### src/rtl/text_pixel_pipeline.sv
// Text-mode pixel pipeline: turns character-cell coordinates, a character code
// and its attribute byte into an RGB pixel. An external synchronous glyph ROM
// sits between stage 0 and stage 1. Colour, hsync and vsync leave exactly three
// clocks after they enter, and the pipeline never stalls.
module text_pixel_pipeline #(
  parameter int FONT_W       = 8,
  parameter int FONT_H       = 16,
  parameter int COLOR_W      = 8,
  parameter int BLINK_FRAMES = 32
) (
  input  logic                          clk,
  input  logic                          rst_n,
  input  logic                          hsync_in,
  input  logic                          vsync_in,
  input  logic                          blank_in,
  input  logic [$clog2(FONT_W)-1:0]     px_col,
  input  logic [$clog2(FONT_H)-1:0]     px_row,
  input  logic [7:0]                    char_code,
  input  logic [7:0]                    char_attr,
  input  logic                          cursor_hit,
  output logic [8+$clog2(FONT_H)-1:0]   font_addr,
  input  logic [FONT_W-1:0]             font_row,
  input  logic                          pal_we,
  input  logic [3:0]                    pal_idx,
  input  logic [3*COLOR_W-1:0]          pal_data,
  output logic [COLOR_W-1:0]            r_out,
  output logic [COLOR_W-1:0]            g_out,
  output logic [COLOR_W-1:0]            b_out,
  output logic                          hsync_out,
  output logic                          vsync_out
);

  localparam int COL_W = $clog2(FONT_W);
  localparam int ROW_W = $clog2(FONT_H);
  localparam int RGB_W = 3 * COLOR_W;

  // Per-pixel side information that travels alongside the glyph fetch.
  typedef struct packed {
    logic             hsync;
    logic             vsync;
    logic             blank;
    logic [COL_W-1:0] col;
    logic [ROW_W-1:0] row;
    logic [7:0]       attr;
    logic             cursor;
  } side_t;

  side_t            s0_q;
  side_t            s1_q;
  logic [7:0]       frame_cnt_q;
  logic             blink_phase_q;
  logic [RGB_W-1:0] pal_q [16];

  logic             glyph_bit;
  logic             cursor_on;
  logic [3:0]       fg_idx;
  logic [3:0]       bg_idx;
  logic [3:0]       pal_rd_idx;
  logic [RGB_W-1:0] rgb_d;

  // Stage 0: register the raw inputs and present the glyph ROM address.
  // NOTE: state is updated with non-blocking assignments so every register
  // samples the values from before the edge, independent of statement order.
  always_ff @(posedge clk or negedge rst_n) begin
    if (!rst_n) begin
      s0_q      <= '0;
      font_addr <= '0;
    end else begin
      s0_q      <= '{hsync: hsync_in, vsync: vsync_in, blank: blank_in,
                     col: px_col, row: px_row, attr: char_attr,
                     cursor: cursor_hit};
      font_addr <= {char_code, px_row};
    end
  end

  // Stage 1: delay side information so it lines up with the returning ROM data.
  always_ff @(posedge clk or negedge rst_n) begin
    if (!rst_n) begin
      s1_q <= '0;
    end else begin
      s1_q <= s0_q;
    end
  end

  // Frame counter and blink phase, stepped on vsync rising edges only.
  always_ff @(posedge clk or negedge rst_n) begin
    if (!rst_n) begin
      frame_cnt_q   <= '0;
      blink_phase_q <= 1'b0;
    end else if (vsync_in && !s0_q.vsync) begin
      if (frame_cnt_q == 8'(BLINK_FRAMES - 1)) begin
        frame_cnt_q   <= '0;
        blink_phase_q <= ~blink_phase_q;
      end else begin
        frame_cnt_q   <= frame_cnt_q + 8'd1;
      end
    end
  end

  // Palette storage; entry 15 comes up white so text is visible before setup.
  // NOTE: this small array is built from flops, so it can be given a defined
  // reset state; a RAM-mapped memory would get no reset at all.
  always_ff @(posedge clk or negedge rst_n) begin
    if (!rst_n) begin
      for (int i = 0; i < 16; i++) begin
        pal_q[i] <= (i == 15) ? '1 : '0;
      end
    end else if (pal_we) begin
      pal_q[pal_idx] <= pal_data;
    end
  end

  // Stage 2: pick the glyph bit, apply blink and cursor, read the palette.
  // NOTE: every variable gets a default first so no path can infer a latch.
  always_comb begin
    glyph_bit = 1'b0;
    for (int i = 0; i < FONT_W; i++) begin
      if (s1_q.col == COL_W'(i)) begin
        glyph_bit = font_row[FONT_W-1-i];
      end
    end
    fg_idx = s1_q.attr[3:0];
    bg_idx = {1'b0, s1_q.attr[6:4]};
    if (s1_q.attr[7] && blink_phase_q) begin
      fg_idx = bg_idx;
    end
    cursor_on  = s1_q.cursor && (s1_q.row >= ROW_W'(FONT_H - 2)) && !blink_phase_q;
    pal_rd_idx = (glyph_bit || cursor_on) ? fg_idx : bg_idx;
    // The palette is read before this edge's write lands, so a same-index
    // write shows up on the following pixel.
    rgb_d      = s1_q.blank ? '0 : pal_q[pal_rd_idx];
  end

  // Stage 3: register the colour and the syncs that go with it.
  always_ff @(posedge clk or negedge rst_n) begin
    if (!rst_n) begin
      r_out     <= '0;
      g_out     <= '0;
      b_out     <= '0;
      hsync_out <= 1'b0;
      vsync_out <= 1'b0;
    end else begin
      r_out     <= rgb_d[RGB_W-1 -: COLOR_W];
      g_out     <= rgb_d[2*COLOR_W-1 -: COLOR_W];
      b_out     <= rgb_d[COLOR_W-1:0];
      hsync_out <= s1_q.hsync;
      vsync_out <= s1_q.vsync;
    end
  end

endmodule

### config.mk
export PLATFORM = sky130hd
export DESIGN_NAME = text_pixel_pipeline
export DESIGN_NICKNAME = d
export VERILOG_FILES = /design/src/rtl/text_pixel_pipeline.sv
export SDC_FILE = /design/constraint.sdc
export NUM_CORES = 1
export LEC_CHECK = 0
export BUFFER_PORTS_ARGS = -buffer_cell sky130_fd_sc_hd__buf_2
export CORE_MARGIN = 5
export CORE_UTILIZATION = 30
export DETAILED_ROUTE_END_ITERATION = 8
export HOLD_SLACK_MARGIN = 0.05
export PLACE_DENSITY = 0.51
export SYNTH_ARGS = -nofsm -noshare
export SYNTH_HDL_FRONTEND = slang
export SYNTH_SLANG_ARGS = --single-unit
### constraint.sdc
create_clock -name clk -period 2.3 [get_ports clk]
set_input_delay 0.46 -clock clk [delete_from_list [all_inputs] [get_ports clk]]
set_output_delay 0.46 -clock clk [all_outputs]
set_load 0.02 [all_outputs]
Word-level counts from Yosys, hierarchy flattened
Index checks and enable logic that the tools add are counted.

Flip-flop bits (word level): 469. Bits of input ports: 66.

$add $sub $neg: 1. Order comparisons: 4. Equality and inequality tests: 8. Muxes and demuxes: 18. Bitwise logic cells: 3. Reduce and logical (&&, ||, !) cells: 10.

Operators by type and width (number): bitwise mux 384 bit (1); binary-select mux 24 bit (select 4 bit) (1); demux 24 bit (select 4 bit) (1); 2-to-1 mux 24 bit (4); equality test 3 bit, second input constant (4); >= comparator 5 bit, second input constant (2); NOT 4 -> 5 bit (2); adder 8 x 1 -> 8 bit, second input constant (1); equality test 8 x 5 -> 1 bit, second input constant (1); 2-to-1 mux 1 bit (8); 2-to-1 mux 4 bit (2); 2-to-1 mux 8 bit (1); equality test 3 x 2 -> 1 bit, second input constant (2); logical AND 1 bit (5); less-than comparator 5 x 1 -> 1 bit, second input constant (1); >= comparator 4 bit, second input constant (1); equality test 3 x 1 -> 1 bit, second input constant (1); logical NOT 3 bit (1); logical NOT 1 bit (2); AND reduction 2 bit (1); logical OR 1 bit (1); NOT 1 bit (1).

Longest topological paths before layout
Gate-level depths: netlist (run 1).

Depth after elaboration: 16. Mapped depth: 11. Mapped depth without buffers: 8.

Worst setup path before layout (run 1)
No wires, ideal clock.

Kind: in2reg. Start: input font_row[0]. End: register b_out[2]. Setup time: 0.129 ns. Data arrival time: 2.326 ns. Data required time: 2.171 ns. Path slack: -0.155 ns. Cell stages on the path: 10. Buffers on the path: 2. Path through: mux4_2 -> nand2_1 -> a311oi_2 -> or3_1 -> buf_2 -> buf_2 -> a21oi_1 -> nor2_1 -> o21ai_1 -> nand3_1.

Cells in the longest elaborated chain, start to end: 8.

RTL lines: from (decl) (line 22) `input logic [FONT_W-1:0] font_row,`; 2-to-1 mux 1 bit (line 118) `if (s1_q.col == COL_W'(i)) begin`; logical OR 1 bit (line 128) `pal_rd_idx = (glyph_bit || cursor_on) ? fg_idx : bg_idx;`; 2-to-1 mux 4 bit (line 128); NOT 4 -> 5 bit (not written as such) (line 131) `rgb_d = s1_q.blank ? '0 : pal_q[pal_rd_idx];`; binary-select mux 24 bit (select 4 bit) (line 131); 2-to-1 mux 24 bit (not written as such) (2 in series) (line 131); 2-to-1 mux 24 bit (line 131); net rgb_d[2] (line 59) `logic [RGB_W-1:0] rgb_d;`; to (signal assigned) (line 145) `b_out <= rgb_d[COLOR_W-1:0];`; to (decl) (line 28) `output logic [COLOR_W-1:0] b_out,`.

The timed path passes the listed nets, and every way through them passes these cells. The select of a mux whose other input is x is not followed. A chain may end at the register's enable or synchronous reset.

Final worst setup path (run 1)
Start: register s1_q[13] in the netlist's numbering. End: register r_out[4].

Cells in the longest elaborated chain, start to end: 16. Elaborated cells on any way between the ends: 23.

RTL lines: from (decl) (line 49) `side_t s1_q;`; from (signal assigned) (line 81) `s1_q <= s0_q;`; logical NOT 3 bit (line 118); 2-to-1 mux 1 bit (7 in series) (line 118); 2-to-1 mux 1 bit * (line 118); logical OR 1 bit * (line 128); 2-to-1 mux 4 bit * (line 128); NOT 4 -> 5 bit (not written as such) * (line 131); binary-select mux 24 bit (select 4 bit) * (line 131); 2-to-1 mux 24 bit (not written as such) * (2 in series) (line 131); 2-to-1 mux 24 bit * (line 131); net rgb_d[20] (line 59); to (signal assigned) (line 143) `r_out <= rgb_d[RGB_W-1 -: COLOR_W];`; to (decl) (line 26) `output logic [COLOR_W-1:0] r_out,`.

The timed path passes the listed nets; every way through them passes the cells marked *. The select of a mux whose other input is x is not followed.

==> metrics, run 1 <==
number of flops mapped to enable cells by yosys=0; Final Cycle Share=119%; Final Hold Viols=0; Leak Pwr=0.0113 uW; row count=95; worst-margin pin slew=0.632 ns; fin util=39.1%; largest area contributor in the netlist=dfrtp_1; CP Data Arrival Time=3.25 ns; status=finished with violations; Req. time, crit path=2.82 ns; Initial Utilization=30.3%; count of state elements after synthesis=464; routed via count=14.8k; CP Class=reg2reg; H-tree levels=2; most frequent cell after synthesis=dfrtp_1; Final Max Slew Viols=0; Hold Startpoint=pal_data[10]; total core area=67200 um2; CP Launch Type=register; Crit Path Max Fanout=6; Async SR Flop Fraction=100%; antenna violations before repair=7; Placer Congestion=0.774; Seq/Total Area, Yosys=57.3%; crit end category=register; Area Growth Syn to Fin=29.2%; Num CTS Buffers=52; syn_area_per_cell=11.9 um2; CTS tree=done; pre-CTS setup slack=-0.591 ns; ys flop type=dfrtp_1; main area contributors after synthesis=dfrtp_1, mux2_2, a21oi_1; Peak Freq=367 MHz; Slew headroom=57.8%; Chip Height=270 um; Residual DRC=0; I/O Buffers=103; setup TNS=-9.32 ns; Die ar.=73100 um2; CP startpoint=s1_q[13]; Final Total Pwr=24300 uW; Routed Wire Length=63.9 mm; Post-synth top cells=dfrtp_1, mux2_2, nand2_1, a21oi_1, clkbuf_1; Clk pin slew, worst setup/hold paths=0.06 ns; All-Layer GR Usage=16.6%; reg-to-reg startpoint=s1_q[13]; first-pass iteration count of the detailed router=5; Hold Path Class=in2reg; total global routing overflow=0; vias per cell=5.21; fraction of layout cells with a size suffix above 1=45.2%; failing checks=negative setup slack; wire length of the first global-routing pass=94.5 mm; final net count=1999; share of the synthesized area in the top cell type=54.2%; worst skew pair latency=0.61 ns; Clock Skews=0.0287 ns; Syn Nets=1776; largest net degree at the start of global routing=72; ANT nets after route=0; vias in the first global route=15.2k; Cell Pwr Density=925 nW/um2; Bufs on Longest Clock Path=3; MaxCap Viol Count=0; worst setup margin=-0.426 ns; unrepaired setup endpoints after global routing=yes; hpwl dp=36.0 mm; IO Pins=104; wire per inst=22.4 um; Max IR drop VDD=0.558 mV; Iteration-0 DRC Markers=933; # setup viols final=24; number of synthesis warnings=0; CTS Root Cell=clkbuf_16; Post-Syn Area=20300 um2; Die Wd=270 um; clk sinks=464; Post-Synthesis Cells=1709; Period minus WS final=2.73 ns; Synth cell types=39
-- power by group --
group          total (uW)  leakage [uW]  internal, uW  switching (uW)
sequential          11000       0.00565          9950            1070
combinational        4940       0.00482          2600            2340
clock                8340      0.000856          4920            3420
total               24300        0.0113         17500            6820
-- path summary, 6_finish.rpt --
check	endpoint	slack [ns]	depth (start not counted)
max	r_out[4]	-0.43	12
min in group asynchronous	s1_q[1]	0.38	2
min reg2reg	s1_q[15]	0.35	0
max reg2reg	r_out[4]	-0.43	12
max in group asynchronous	pal_q[21]	1.09	4
min	pal_q[250]	0.32	2
-- critical path, stage by stage, from the launching register on --
cell,delay [ns]
dfrtp_2,0.40
mux4_2,0.55
nand2_4,0.12
a31oi_4,0.10
buf_12,0.16
buf_6,0.12
mux2_4,0.34
buf_4,0.16
nor3_4,0.20
buf_12,0.17
clkbuf_16,0.19
nand2_1,0.09
nand3_1,0.07
-- routing by layer --
| metal | global-route usage, % | up-vias | share of wire, % | wire (um) |
|---|---|---|---|---|
| met5 | 0 | - | 0.053 | 34 |
| met4 | 4.64 | 6 | 2.4 | 1520 |
| met3 | 3.30 | 105 | 6.1 | 3880 |
| met1 | 23.8 | 7759 | 46 | 29300 |
| li1 | - | 6553 | - | - |
| met2 | 25.8 | 404 | 46 | 29200 |
-- logic make-up after synthesis --
kind of cell / Yosys count / synth area share [%]
multiplexers: 416 / 22.9
AO/OA/AOI/OAI: 332 / 9.29
XOR/XNOR: 7 / 0.302
AND/OR/NAND/NOR: 346 / 7.25
buffers and inverters: 143 / 2.91
adder cells (fa/ha/maj): 1 / 0.0615
flip-flops: 464 / 57.3
-- layout make-up --
type | instances | area [um2]
multi-input cells | 1105 | 8770
well taps | 873 | 1090
diodes | 1 | 2.50
fillers | 6341 | 40900
clock inverters | 15 | 165
clock buffers | 81 | 1570
flip-flops and latches | 464 | 11600
repair buffers | 308 | 3030
inverters | 1 | 3.75
-- sequential cells by signal, summed over array words and instances (netlist names) --
name           count
pal_q            384
s0_q              18
s1_q              15
font_addr          9
b_out              8
frame_cnt_q        8
g_out              8
r_out              8
bg_idx             3
blink_phase_q      1
hsync_out          1
vsync_out          1
-- cells in the final DEF (no fill, tap or decap), types with 4 or more instances in the layout --
cell type        n
mux2i_4          6
o21ai_1         22
nor2_1          28
clkbuf_16       57
o2111ai_1       16
dlygate4sd3_1   28
o22ai_1         21
nand4_1          6
o2111ai_2        8
buf_4           98
mux2i_1         21
nand2_1        189
nand3b_1         5
nor2_4           7
mux2_2         384
or3_1            4
buf_8            4
clkbuf_8        16
clkinv_2         8
xnor2_1          5
nor3_1           4
o21ai_0         42
a22oi_1          6
mux2_4           4
buf_12          49
clkbuf_1        13
a21oi_1        146
nand3_1         72
buf_6           17
buf_16           4
a21oi_2         38
dfrtp_1        439
buf_2          102
dfstp_2         24
a22oi_2         16
nand2_2         12
-- what timing repair did --
item,CTS,global route
endpoints found under the hold margin,59,0
endpoints found under the setup margin,24,24
pin swaps,22,48
gates resized for setup,56,78
buffers inserted,31,13
gates cloned,7,7
hold buffers,28,0
-- metrics by stage --
stage / cell area [um2] / instances / hold WS [ns]
6_report: 26300 / 2848 / 0.317
5_1_grt: 26300 / 2848 / 0.310
4_1_cts: 25700 / 2830 / 0.281
3_5_place_dp: 23000 / 2670 / 0.336
3_3_place_gp: 23000 / 2670 / 0.333
2_1_floorplan: 20500 / 1709 / 0.164
(Power assumes the default switching activity.)
==> inputs of run 2 (changes only) <==
- CELL_PAD_IN_SITES_DETAIL_PLACEMENT: default -> 1
- CELL_PAD_IN_SITES_GLOBAL_PLACEMENT: default -> 1
- PLACE_DENSITY: 0.51 -> 0.59
==> run 2 against run 1 <==
Effect of this change: fmax down 1.3%; routed wire length up 3.8%; die area unchanged; first-iteration DRC count down 29%; non-clock buffer count down 16; power down 0.23%; critical path depth unchanged; via count down 0.47%; largest power group unchanged; register-to-register slack worse by 0.04 ns; setup slack worse by 0.036 ns; clock power up 1%; sequential cell count unchanged; largest cell class unchanged; the flow still finishes with violations (negative setup slack).
==> metrics, run 2 (synthesis results as in run 1) <==
worst setup margin=-0.462 ns (was -0.426 ns); CP Data Arrival Time=3.24 ns (was 3.25 ns); wire length of the first global-routing pass=98.4 mm (was 94.5 mm); worst skew pair latency=0.61 ns (about the same); Leak Pwr=0.0112 uW (was 0.0113 uW); crit end category=register (unchanged); CP peak stage delay=0.43 ns (was 0.55 ns); Reg with most FFs=pal_q (unchanged); area of the multi-input gates=8580 um2 (was 8770 um2); Die Wd=270 um (unchanged); Final Max Slew Viols=0 (unchanged); clk sinks=464 (unchanged); Area Growth Syn to Fin=27.5% (was 29.2%); Num CTS Buffers=52 (unchanged); r2r setup slk=-0.46 ns (was -0.43 ns); I/O Buffers=103 (unchanged); Final Hold Viols=0 (unchanged); CP Class=reg2reg (unchanged); failing checks=negative setup slack (unchanged); All-Layer GR Usage=17.2% (was 16.6%); CTS Root Cell=clkbuf_16 (unchanged); Largest register FFs=384 (unchanged); Critical Path, Cell by Cell=mux2i_1 -> o32a_1 -> a31oi_4 -> buf_6 -> buf_4 -> mux2_4 -> buf_12 -> buf_4 -> nand2_1 -> nand3_1 -> o2111ai_1 -> nand3_1 (was mux4_2 -> nand2_4 -> a31oi_4 -> buf_12 -> buf_6 -> mux2_4 -> buf_4 -> nor3_4 -> buf_12 -> clkbuf_16 -> nand2_1 -> nand3_1); commonest non-fill, non-tap cell in the layout=dfrtp_1 (unchanged); Top Registers=pal_q: 384 flops, s0_q: 18 flops, s1_q: 15 flops (unchanged); crit path max-delay cell type=dfrtp_2 (was mux4_2); CP Launch Type=register (unchanged); wire per inst=23.4 um (was 22.4 um); fin util=38.6% (was 39.1%); Residual DRC=0 (unchanged); fraction of layout cells with a size suffix above 1=42.4% (was 45.2%); vias per cell=5.20 (was 5.21); post-route cell area=25900 um2 (was 26300 um2); total core area=67200 um2 (unchanged); largest net degree at the start of global routing=62 (was 72); routed via count=14.8k (about the same); Final Total Pwr=24200 uW (was 24300 uW); unrepaired setup endpoints after global routing=yes (unchanged); CTS tree=done (unchanged); Crit Path Max Fanout=9 (was 6); # setup viols final=24 (unchanged); Hold Path Class=in2reg (unchanged); Placer Congestion=0.777 (was 0.774); Initial Utilization=30.3% (unchanged); Routed Wire Length=66.3 mm (was 63.9 mm); row count=95 (unchanged); Cell Pwr Density=935 nW/um2 (was 925 nW/um2); Period minus WS final=2.76 ns (was 2.73 ns); Iteration-0 DRC Markers=667 (was 933); H-tree levels=2 (unchanged); Slew headroom=63.2% (was 57.8%); Die ar.=73100 um2 (unchanged); commonest non-fill, non-tap cells in the layout=dfrtp_1, mux2_2, nand2_1 (unchanged); MaxCap Viol Count=0 (unchanged); Final Cycle Share=120% (was 119%); antenna violations before repair=7 (unchanged); worst-margin pin slew=0.552 ns (was 0.632 ns); Max IR drop VDD=0.546 mV (was 0.558 mV); Peak Freq=362 MHz (was 367 MHz); first-pass iteration count of the detailed router=5 (unchanged); Clk pin slew, worst setup/hold paths=0.06 ns (about the same); Reg area=11600 um2 (unchanged); Chip Height=270 um (unchanged); Req. time, crit path=2.78 ns (was 2.82 ns); status=finished with violations (unchanged); Filler Cell Count=7108 (was 6341); Clock Skews=0.0223 ns (was 0.0287 ns); ANT nets after route=0 (unchanged); placed cell area=23000 um2 (about the same); IO Pins=104 (unchanged); Bufs on Longest Clock Path=3 (unchanged); final net count=1983 (was 1999); vias in the first global route=15.9k (was 15.2k); hpwl dp=38.0 mm (was 36.0 mm); total global routing overflow=0 (unchanged)
==> run 2: changes by cell type in the layout (fill, tap and decap cells not counted), moves of 11 or more <==
cell      change
nand2_1      +13
buf_4        -15
a22oi_1      +11
clkbuf_1     +11
nand2_2      -11
a22oi_2      -11
==> run 2: layout make-up <==
type	instances	share of cell area [%]
Clock buffer	88	6.05
Clock inverter	10	0.598
Multi-Input combinational cell	1105	33.1
Sequential cell	464	44.9
Inverter	1	0.0145
Timing Repair Buffer	292	11.1
Tap cell	873	4.21
Antenna cell	3	0.0290
==> run 2: final timing paths <==
check,end,cells past startpoint,start
min reg2reg,bg_idx[2],0,s0_q[7]
max reg2reg,b_out[5],12,s1_q[13]
min,pal_q[372],2,pal_data[12]
max in group asynchronous,pal_q[1],4,rst_n
max,b_out[5],12,s1_q[13]
min in group asynchronous,s0_q[5],2,rst_n
==> run 2: report_power, final <==
part           internal (uW)  switching [uW]
clock                   4980            3460
combinational           2490            2320
sequential              9950            1050
==> run 2: worst max-delay path, delay by kind of cell, from the launching register on <==
family,cells,cell delay [ns]
AND/OR/NAND/NOR,3,0.26
flip-flops,1,0.43
AO/OA/AOI/OAI,3,0.81
buffers and inverters,4,0.59
multiplexers,2,0.54
==> run 2: routing by layer <==
metal  wire (um)  GRT usage (%)  share of wire (%)
met1       30700           24.0                 46
met2       31600           28.1                 48
met3        2770           2.67                4.2
met4        1210           4.26                1.8
met5          38              0              0.057
==> run 2: through the flow <==
step / setup WS (ns) / cells / TNS, ns / hold slack, ns
2_1_floorplan: -0.0773 / 1709 / -1.38 / 0.164
3_3_place_gp: -0.505 / 2659 / -10.15 / 0.332
3_5_place_dp: -0.564 / 2659 / -11.06 / 0.336
4_1_cts: -0.439 / 2799 / -9.64 / 0.280
5_1_grt: -0.530 / 2834 / -11.95 / 0.317
6_report: -0.462 / 2836 / -9.72 / 0.323
==> run 2: what timing repair did <==
item / in CTS / in global routing
gates cloned: 4 / 10
setup buffers: 10 / 24
endpoints found under the setup margin: 24 / 24
pin swaps: 2 / 33
endpoints found under the hold margin: 59 / 0
hold buffers: 28 / 0
gates resized for setup: 21 / 64
==> inputs of run 3 (changes only) <==
- CORE_ASPECT_RATIO: default -> 1.5
==> run 3 against run 2 <==
Effect of this change: the run still ends with negative setup slack left; global-route usage up 0.83 points; design area down 0.36%; routed wire length up 3.4%; critical path depth down 2; clock skew up 0.0058 ns; fmax up 1.4%; register-to-register slack better by 0.04 ns; die area up 0.14%; largest cell class unchanged.
==> metrics, run 3 (synthesis results as in run 1) <==
Crit Path Max Fanout=7 (was 9); Leak Pwr=0.0111 uW (was 0.0112 uW); failing checks=negative setup slack (unchanged); end point of the worst hold path=pal_q[84] (was pal_q[372]); Clk pin slew, worst setup/hold paths=0.06 ns (about the same); Filler Cell Count=7117 (was 7108); power share of the sequential group=46.3% (was 45.4%); All-Layer GR Usage=18.0% (was 17.2%); Max IR drop VDD=0.563 mV (was 0.546 mV); Reg area=11600 um2 (about the same); Hold Path Class=in2reg (unchanged); Placer Congestion=0.777 (about the same); fin util=38.3% (was 38.6%); Final Hold Viols=0 (unchanged); final net count=1979 (was 1983); # setup viols final=24 (unchanged); GR Util met1=21.8% (was 24.0%); Placed Cells=2680 (was 2659); routed via count=14.7k (was 14.8k); commonest non-fill, non-tap cells in the layout=dfrtp_1, mux2_2, nand2_1 (unchanged); Hold Startpoint=pal_data[12] (unchanged); M3 GR Usage=3.04% (was 2.67%); combinational share of power=20.4% (was 19.8%); Routed Wire Length=68.6 mm (was 66.3 mm); Cell Pwr Density=922 nW/um2 (was 935 nW/um2); vias in the first global route=16.4k (was 15.9k); unrepaired setup endpoints after global routing=yes (unchanged); total global routing overflow=0 (unchanged); IO Pins=104 (unchanged); Final Max Slew Viols=0 (unchanged); Reg with most FFs=pal_q (unchanged); CP Launch Type=register (unchanged); Slew headroom=58.7% (was 63.2%); antenna violations before repair=7 (unchanged); largest net degree at the start of global routing=74 (was 62); Iteration-0 DRC Markers=751 (was 667); Final Total Pwr=23800 uW (was 24200 uW); Peak Freq=367 MHz (was 362 MHz); worst-margin pin slew=0.619 ns (was 0.552 ns); Chip Height=329 um (was 270 um); hpwl dp=40.0 mm (was 38.0 mm); post-route cell area=25800 um2 (was 25900 um2); Area Growth Syn to Fin=27.1% (was 27.5%); hold depth=2 (unchanged); Die Wd=223 um (was 270 um); vias per cell=5.16 (was 5.20); area of the multi-input gates=8530 um2 (was 8580 um2); crit end category=register (unchanged); first-pass iteration count of the detailed router=4 (was 5); total core area=67500 um2 (was 67200 um2); Largest register FFs=384 (unchanged); fraction of layout cells with a size suffix above 1=42.4% (about the same); Req. time, crit path=2.77 ns (was 2.78 ns); Initial Utilization=30.1% (was 30.3%); Clock Skews=0.0280 ns (was 0.0223 ns); H-tree levels=2 (unchanged); Die ar.=73200 um2 (was 73100 um2); CP Data Arrival Time=3.19 ns (was 3.24 ns); Num CTS Buffers=49 (was 52); MaxCap Viol Count=0 (unchanged); I/O Buffers=103 (unchanged); clock group share of total power=33.3% (was 34.8%); wire length of the first global-routing pass=101 mm (was 98.4 mm); Residual DRC=0 (unchanged); Bufs on Longest Clock Path=3 (unchanged); worst r2r dst=b_out[6] (was b_out[5]); r2r setup slk=-0.42 ns (was -0.46 ns); R2R depth=10 (was 12); CTS tree=done (unchanged); Int Pwr=16900 uW (was 17400 uW); Period minus WS final=2.72 ns (was 2.76 ns); clk sinks=464 (unchanged); wire per inst=24.1 um (was 23.4 um); status=finished with violations (unchanged); Final Cycle Share=118% (was 120%); commonest non-fill, non-tap cell in the layout=dfrtp_1 (unchanged); CP Class=reg2reg (unchanged); row count=117 (was 95); NetSw=6890 uW (was 6830 uW); worst skew pair latency=0.61 ns (about the same); Switching Fraction=28.9% (was 28.2%); placed cell area=23100 um2 (was 23000 um2); hold_ws=0.317 ns (was 0.323 ns); most used routing layer=met2 (unchanged); Final Non-Filler Cells=2847 (was 2836); Top Registers=pal_q: 384 flops, s0_q: 18 flops, s1_q: 15 flops (unchanged); CTS Root Cell=clkbuf_16 (unchanged); met2 usage=31.8% (was 28.1%); worst setup margin=-0.423 ns (was -0.462 ns); ANT nets after route=0 (unchanged); reg-to-reg startpoint=s1_q[13] (unchanged)
[run 3: per-stage QoR]
step           setup TNS [ns]  worst slack [ns]
6_report                -9.25            -0.423
5_1_grt                -12.44            -0.556
4_1_cts                 -8.13            -0.380
3_5_place_dp           -10.08            -0.466
3_3_place_gp            -9.72            -0.476
2_1_floorplan           -1.38           -0.0773
[run 3: final cells by class]
type	instances	share of cell area, %
sequential	464	45.1
multi-input combinational	1104	33.0
timing repair buffer	292	11.4
clock buffer	75	5.56
tap	892	4.32
clock inverter	17	0.586
antenna	2	0.0194
inverter	1	0.0145
[run 3: worst max-delay path by stage]
| stage | from | endpoint | cells past startpoint | slack [ns] |
|---|---|---|---|---|
| global route | s1_q[13] | r_out[2] | 11 | -0.56 |
| detailed placement | font_row[0] | b_out[1] | 10 | -0.47 |
| global placement | font_row[0] | b_out[7] | 11 | -0.48 |
| finish | s1_q[13] | b_out[6] | 10 | -0.42 |
| floorplan | font_row[0] | b_out[1] | 10 | -0.08 |
| CTS | s1_q[13] | r_out[5] | 12 | -0.38 |
[run 3: repair_timing]
| action | in CTS | in global routing |
|---|---|---|
| pin swaps | 3 | 29 |
| setup buffers | 12 | 20 |
| endpoints found under the setup margin | 24 | 24 |
| endpoints found under the hold margin | 67 | 0 |
| resized for setup | 18 | 54 |
| cloned | 2 | 11 |
| hold buffers | 28 | 0 |
[run 3: metal layers]
metal	up-vias	part of all wire, %	wire length [um]
li1	6489	-	-
met5	-	0.071	49
met1	7773	41	27900
met3	141	3.8	2620
met4	8	4.2	2870
met2	287	51	35200
[run 3: power groups by stage]
stage / logic (uW) / clock network (uW) / registers, uW
6_report: 4870 / 7930 / 11000
5_1_grt: 5330 / 8510 / 11200
4_1_cts: 4630 / 8170 / 11000
3_5_place_dp: 4470 / 0 / 11100
3_3_place_gp: 4300 / 0 / 11000
2_1_floorplan: 2890 / 0 / 10800
[run 3: worst max-delay path, stage by stage, from the launching register on]
cell	delay (ns)
dfrtp_1	0.42
mux2i_1	0.15
o32a_1	0.41
a31oi_4	0.27
buf_6	0.19
mux2_8	0.45
buf_16	0.18
a21oi_2	0.14
a22oi_2	0.08
o2111ai_2	0.19
nand3_1	0.09
